<file path="src/rtl/input_fifo_stage.sv">
// input_fifo_stage: registered WIDTH-bit FIFO buffer ahead of the byte bypass stage.
// Ports: clk, rst_n (async active-low), Input_Valid/Input_Ready/Input_Data (producer side),
//        Output_Valid/Output_Ready/Output_Data (consumer side, first-word-fall-through),
//        Count (stored entries, 0..DEPTH). All outputs are driven from registered state only.
module input_fifo_stage #(
    parameter int WIDTH = 8,
    parameter int DEPTH = 4
) (
    input  logic                       clk,
    input  logic                       rst_n,
    input  logic                       Input_Valid,
    output logic                       Input_Ready,
    input  logic [WIDTH-1:0]           Input_Data,
    output logic                       Output_Valid,
    input  logic                       Output_Ready,
    output logic [WIDTH-1:0]           Output_Data,
    output logic [$clog2(DEPTH):0]     Count
);

    localparam int AW = $clog2(DEPTH);
    localparam int CW = AW + 1;

    logic [WIDTH-1:0] mem_q [DEPTH];
    logic [AW-1:0]    wr_ptr_q, wr_ptr_d;
    logic [AW-1:0]    rd_ptr_q, rd_ptr_d;
    logic [CW-1:0]    count_q,  count_d;
    logic             push, pop;

    // Handshake qualifiers use the state-only ready/valid, so a full
    // stage refuses a push even when a pop happens in the same cycle.
    assign Input_Ready  = (count_q != CW'(DEPTH));
    assign Output_Valid = (count_q != '0);
    assign Output_Data  = mem_q[rd_ptr_q];
    assign Count        = count_q;

    assign push = Input_Valid  && Input_Ready;
    assign pop  = Output_Valid && Output_Ready;

    always_comb begin
        wr_ptr_d = wr_ptr_q;
        rd_ptr_d = rd_ptr_q;
        count_d  = count_q;
        // Pointers wrap from DEPTH-1 to 0 by natural overflow.
        if (push) wr_ptr_d = wr_ptr_q + AW'(1);
        if (pop)  rd_ptr_d = rd_ptr_q + AW'(1);
        unique case ({push, pop})
            2'b10:   count_d = count_q + CW'(1);
            2'b01:   count_d = count_q - CW'(1);
            default: count_d = count_q;
        endcase
    end

    always_ff @(posedge clk or negedge rst_n) begin
        if (!rst_n) begin
            wr_ptr_q <= '0;
            rd_ptr_q <= '0;
            count_q  <= '0;
        end else begin
            wr_ptr_q <= wr_ptr_d;
            rd_ptr_q <= rd_ptr_d;
            count_q  <= count_d;
        end
    end

    // Storage is cleared on reset so Output_Data reads 0 afterwards.
    always_ff @(posedge clk or negedge rst_n) begin
        if (!rst_n) begin
            for (int i = 0; i < DEPTH; i++) begin
                mem_q[i] <= '0;
            end
        end else if (push) begin
            mem_q[wr_ptr_q] <= Input_Data;
        end
    end

endmodule
</file>
<file path="config.mk">
export PLATFORM = sky130hd
export DESIGN_NAME = input_fifo_stage
export DESIGN_NICKNAME = d
export VERILOG_FILES = /design/src/rtl/input_fifo_stage.sv
export SDC_FILE = /design/constraint.sdc
export NUM_CORES = 1
export LEC_CHECK = 0
export ABC_AREA = 1
export CORE_MARGIN = 2
export CORE_UTILIZATION = 45
export CTS_CLUSTER_SIZE = 24
export DETAILED_ROUTE_END_ITERATION = 10
export GPL_TIMING_DRIVEN = 0
export PLACE_DENSITY = 0.67
export RECOVER_POWER = 100
export SLEW_MARGIN = 20
export SYNTH_ARGS = -nofsm -noshare
export SYNTH_HDL_FRONTEND = slang
export SYNTH_SLANG_ARGS = --single-unit
</file>
<file path="constraint.sdc">
create_clock -name clk -period 3.3 [get_ports clk]
set_clock_uncertainty 0.15 [all_clocks]
set_input_delay 0.33 -clock clk [delete_from_list [all_inputs] [get_ports clk]]
set_output_delay 0.33 -clock clk [all_outputs]
set_load 0.02 [all_outputs]
</file>
==> reports/results.tsv, run 1 <==
metric	value	unit
ys_types	19	
startpoint_type	flop	
path_buf_inv	3	
tritoncts	built	
hp-class	reg2reg	
crit_slowest_cell	dlygate4sd3_1	
path_cells	nor2_1, nand2_1, clkbuf_1, buf_6, dlygate4sd3_1	
synth_ff_type	dfrtp_1	
critPathKind	reg2out	
worstSkewPairLatency	0.29	ns
yosys_register_bits	39	
multi_input_area	877.1	sq um
synth_fp_nets	267	
coreArea	4354	sq um
p_leak	0.001214	uW
clockBufferDepth	2	
start_util	0.4649	
hold_violations	0	
die_x	71.07	um
worst_slew_pin_slew	0.7053	ns
cts-root-buf	clkbuf_8	
globalplace.congestion	0.7826	
wirelength	4735	um
rsz0062_at_grt	false	
finalSetupTns	0	ns
synth_cells	249	
io_buffers	24	
drt_pass1_iterations	4	
crit_path_max_incr_delay	0.68	ns
cts_setup_buffers	0	
clock-sinks	39	
whs	0.3176	ns
yosysSeqAreaShare	0.4821	
grt_antenna_before_repair	0	
pin_count	25	
max_cap_violations	0	
yosysTopAreaCell	dfrtp_1	
dieArea	5051	sq um
async_flop_share	1.000	
synth_common_cells	nand2_1, dfrtp_1, nand4_1	
crit_fanout	10	
synth_edf_count	0	
cts_made_buffers	5	
power_density	1004	nW/um^2
ant_nets	0	
n_antenna_cell	0	
crit_family	buffers and inverters	
nets	300	
vias	1734	
cp.required	2.82	ns
clk_pin_slew	0.07	ns
viasPerCell	5.192	
drive_gt1_frac	0.07447	
fill_cells	423	
grt_pass1_vias	1680	
yosysMostFrequentCell	nand2_1	
min_period	2.692	ns
die_height	71.07	um
grt_max_degree	29	
syn_area_per_cell	8.130	sq um
row_count	24	
yosysWarnings	0	
fin_crit_sh	0.8157	
fin_util	0.5509	
hpwl	3538	um
grtUsageTotal	0.2147	
wl_per_cell	14.18	um
status	finished, final reports clean	
drc	0	
yosys.area.top_type_share	0.4821	
synth_area	2024	sq um
grt_pass1_wl	8397	um
drv_slew	0	
vdd_drop_max	0.4122	mV
htreeDepth	2	
syn2layout_area_growth	18.48	%
synth_area_leaders	dfrtp_1, nand2_1, nand4_1, nor2_1, o21ai_0	
slew-limit-headroom	0.5298	
fmax	371.5	MHz
drt_iter0_drc	124	
finalSetupViolations	0	
grt-ovfl-total	0	
cp.arrival	2.21	ns
crit_path_end_kind	output pin	
seqCellArea	975.9	sq um
## path summary, 6_finish.rpt
path                            startpoint           to  slack (ns)  depth (start not counted)
worst min-delay path             mem_q[22]    mem_q[22]        0.32                          2
max in group asynchronous            rst_n    mem_q[17]        1.97                          3
worst max register to register    Count[1]     Count[1]        0.91                          8
worst max-delay path              Count[1]  Input_Ready        0.61                          5
min in group asynchronous            rst_n    mem_q[26]        0.44                          2
worst min register to register   mem_q[22]    mem_q[22]        0.32                          2
## routing by layer
layer	vias to the layer above	share of wire	global-route usage
met4	0	0.019	0.09644
li1	894	-	-
met3	8	0.043	0.03419
met2	33	0.45	0.3188
met5	-	0	0
met1	799	0.49	0.3106
## through the flow
step	instances	power, uW	cell area (sq um)	setup WS, ns
floorplan	249	1707	2024	1.257
global placement	325	2163	2330	0.7359
detailed placement	326	2184	2345	1.028
CTS	334	2521	2442	0.7744
global route	334	2642	2399	0.4620
finish	334	2407	2399	0.6081
## area by class of cell
class | count | area share
sequential | 39 | 0.4069
multi-input combinational | 183 | 0.3657
timing repair buffer | 26 | 0.1101
buffer | 16 | 0.03547
clock buffer | 6 | 0.03443
tap | 52 | 0.02713
inverter | 11 | 0.01826
clock inverter | 1 | 0.002087
## logic make-up (layout without fill, tap and decap cells)
| logic type | Yosys count | after routing | share of synthesized area |
|---|---|---|---|
| simple gates | 151 | 151 | 0.3350 |
| flops | 39 | 39 | 0.4821 |
| buf+inv | 27 | 60 | 0.07602 |
| compound gates | 25 | 25 | 0.06180 |
| fa+ha+maj | 6 | 6 | 0.04079 |
| xor+xnor | 1 | 1 | 0.004327 |
## power breakdown
part / switching (uW) / internal [uW]
registers: 127 / 702
logic: 773 / 476
clock network: 166 / 164
## flip-flops by register name, summed over array words and instances (netlist names)
signal    cells
rd_ptr_q      2
Count         3
mem_q        32
wr_ptr_q      2
## timing repair
item                      4_1_cts  5_1_grt
resized for setup               0        0
hold endpoints to repair       11        0
hold buffers                    1        0
## cell usage in the layout (no fill, tap or decap), drive strengths merged
cell,instances
o21ai,25
nand4,33
xnor2,1
ha,5
inv,11
nand2,84
dlygate4sd3,14
nor2,25
nand3,9
buf,12
dfrtp,39
clkinv,1
fa,1
clkbuf,12
clkdlybuf4s50,10
## tightest hold or removal path, cell delays in order (launching register included)
cell and delay, ns:
dfrtp_1 0.34, nand2_1 0.05, nand2_1 0.05
Power figures use the tool's default switching activity.
==> run 2: changes to the inputs <==
Clock period 3.3 ns to 2.8 ns, I/O delays scaled along.
==> reports/results.tsv, run 2 (same netlist as run 1, synthesis figures left out) <==
metric	value	unit	change
crit_slowest_cell	dlygate4sd3_1		unchanged
cts_setup_buffers	0		unchanged
drc	0		unchanged
globalplace.congestion	0.7826		unchanged
grtUsageTotal	0.2147		unchanged
start_util	0.4649		unchanged
seqCellArea	975.9	sq um	unchanged
cp.required	2.37	ns	was 2.82 ns
final_cell_area	2419	sq um	was 2399 sq um
fmax	399.0	MHz	
largest_reg_flops	32		unchanged
ant_nets	0		unchanged
vdd_drop_max	0.4878	mV	was 0.4122 mV
n_antenna_cell	0		unchanged
worst_slew_pin_slew	0.7050	ns	was 0.7053 ns
clk_pin_slew	0.07	ns	about the same
pin_count	25		unchanged
max_cap_violations	0		unchanged
htreeDepth	2		unchanged
fin_crit_sh	0.8952		
nets	300		unchanged
top_register	mem_q		unchanged
io_buffers	24		unchanged
crit_path_max_incr_delay	0.69	ns	was 0.68 ns
cts_made_buffers	5		unchanged
rsz0062_at_grt	false		unchanged
min_period	2.507	ns	
dieArea	5051	sq um	unchanged
path_cells	buf_4, inv_4, buf_2, o21ai_0, o21ai_1, dlygate4sd3_1		was nor2_1, nand2_1, clkbuf_1, buf_6, dlygate4sd3_1
hold_violations	0		unchanged
finalSetupViolations	0		unchanged
status	finished, final reports clean		unchanged
cp.arrival	2.08	ns	was 2.21 ns
worstSkewPairLatency	0.29	ns	about the same
slew-limit-headroom	0.5300		was 0.5298
drive_gt1_frac	0.07801		was 0.07447
tritoncts	built		unchanged
post_dp_cell_area	2345	sq um	unchanged
mostFrequentLayoutCells	nand2_1, dfrtp_1, nand4_1		unchanged
row_count	24		unchanged
crit_path_end_kind	output pin		unchanged
vias	1767		was 1734
layout_commonest_cell	nand2_1		unchanged
syn2layout_area_growth	19.47	%	was 18.48%
die_height	71.07	um	unchanged
critPathKind	reg2out		unchanged
clock-sinks	39		unchanged
wirelength	4792	um	was 4735 um
totalPowerFinal	2861	uW	was 2407 uW
clockBufferDepth	2		unchanged
grt_max_degree	29		unchanged
power_density	1183	nW/um^2	was 1004 nW/um^2
ctsResizeCount	0		unchanged
drt_iter0_drc	140		was 124
crit_fanout	10		unchanged
p_leak	0.001221	uW	was 0.001214 uW
drt_pass1_iterations	4		unchanged
wl_per_cell	14.35	um	was 14.18 um
cts-root-buf	clkbuf_8		unchanged
hpwl	3538	um	unchanged
multi_input_area	877.1	sq um	unchanged
grt_antenna_before_repair	0		unchanged
grt_pass1_vias	1680		unchanged
finalSetupTns	0	ns	unchanged
drv_slew	0		unchanged
die_x	71.07	um	unchanged
grt-ovfl-total	0		unchanged
grt_pass1_wl	8397	um	unchanged
fill_cells	420		was 423
coreArea	4354	sq um	unchanged
hp-class	reg2reg		unchanged
viasPerCell	5.290		was 5.192
startpoint_type	flop		unchanged
run 2: changes by cell type in the layout (fill, tap and decap cells not counted):
| cell | before | now |
|---|---|---|
| buf_2 | 8 | 6 |
| buf_6 | 1 | 4 |
| clkbuf_1 | 6 | 5 |
run 2: power breakdown:
part,internal [uW],switching [uW],total [uW]
sequential,827,152,979
combinational,580,916,1500
clock,193,193,386
total,1600,1260,2860
run 2: path summary, 6_finish.rpt:
check	startpoint	end	slack [ns]	depth (start not counted)
min	mem_q[22]	mem_q[22]	0.32	2
min reg2reg	mem_q[22]	mem_q[22]	0.32	2
max reg2reg	Count[1]	Count[2]	0.61	11
max	rd_ptr_q[0]	Output_Data[3]	0.29	6
max in group asynchronous	rst_n	mem_q[16]	1.51	3
min in group asynchronous	rst_n	Count[0]	0.39	2
run 2: metal layers:
layer	share of wire	global-route usage
met2	0.45	0.3188
met5	0	0
met1	0.48	0.3106
met4	0.014	0.09644
met3	0.046	0.03419
run 2: cell type report:
cell class              count  share of cell area
plain buffers              16             0.04346
repair buffers             26              0.1092
well taps                  52             0.02690
clock inverters             1            0.002069
multi-input cells         183              0.3626
flip-flops and latches     39              0.4035
clock buffers               6             0.03414
inverters                  11             0.01811
run 2: what timing repair did:
action                                  4_1_cts  5_1_grt
endpoints found under the hold margin        11        0
endpoints found under the setup margin        0        0
hold buffers                                  1        0
run 2: worst max-delay path, delay by kind of cell, from the launching register on:
| family | cells | cell delay [ns] |
|---|---|---|
| AO/OA/AOI/OAI | 2 | 0.24 |
| buffers and inverters | 4 | 1.17 |
| flip-flops | 1 | 0.37 |
run 2: through the flow:
stage,setup WS (ns),cells,utilization,hold WS [ns]
floorplan,0.7567,249,-,-0.1656
global placement,0.2859,325,0.5351,0.2982
detailed placement,0.5782,326,0.5385,0.02669
CTS,0.3244,334,0.5609,0.2450
global route,0.1665,334,0.5555,0.3355
finish,0.2935,334,0.5555,0.3175
==> run 3: changes to the inputs <==
Settings changed: TNS_END_PERCENT set to 100.
==> results of run 3 <==
Final layout, timing and power as in run 2 (identical DEF).
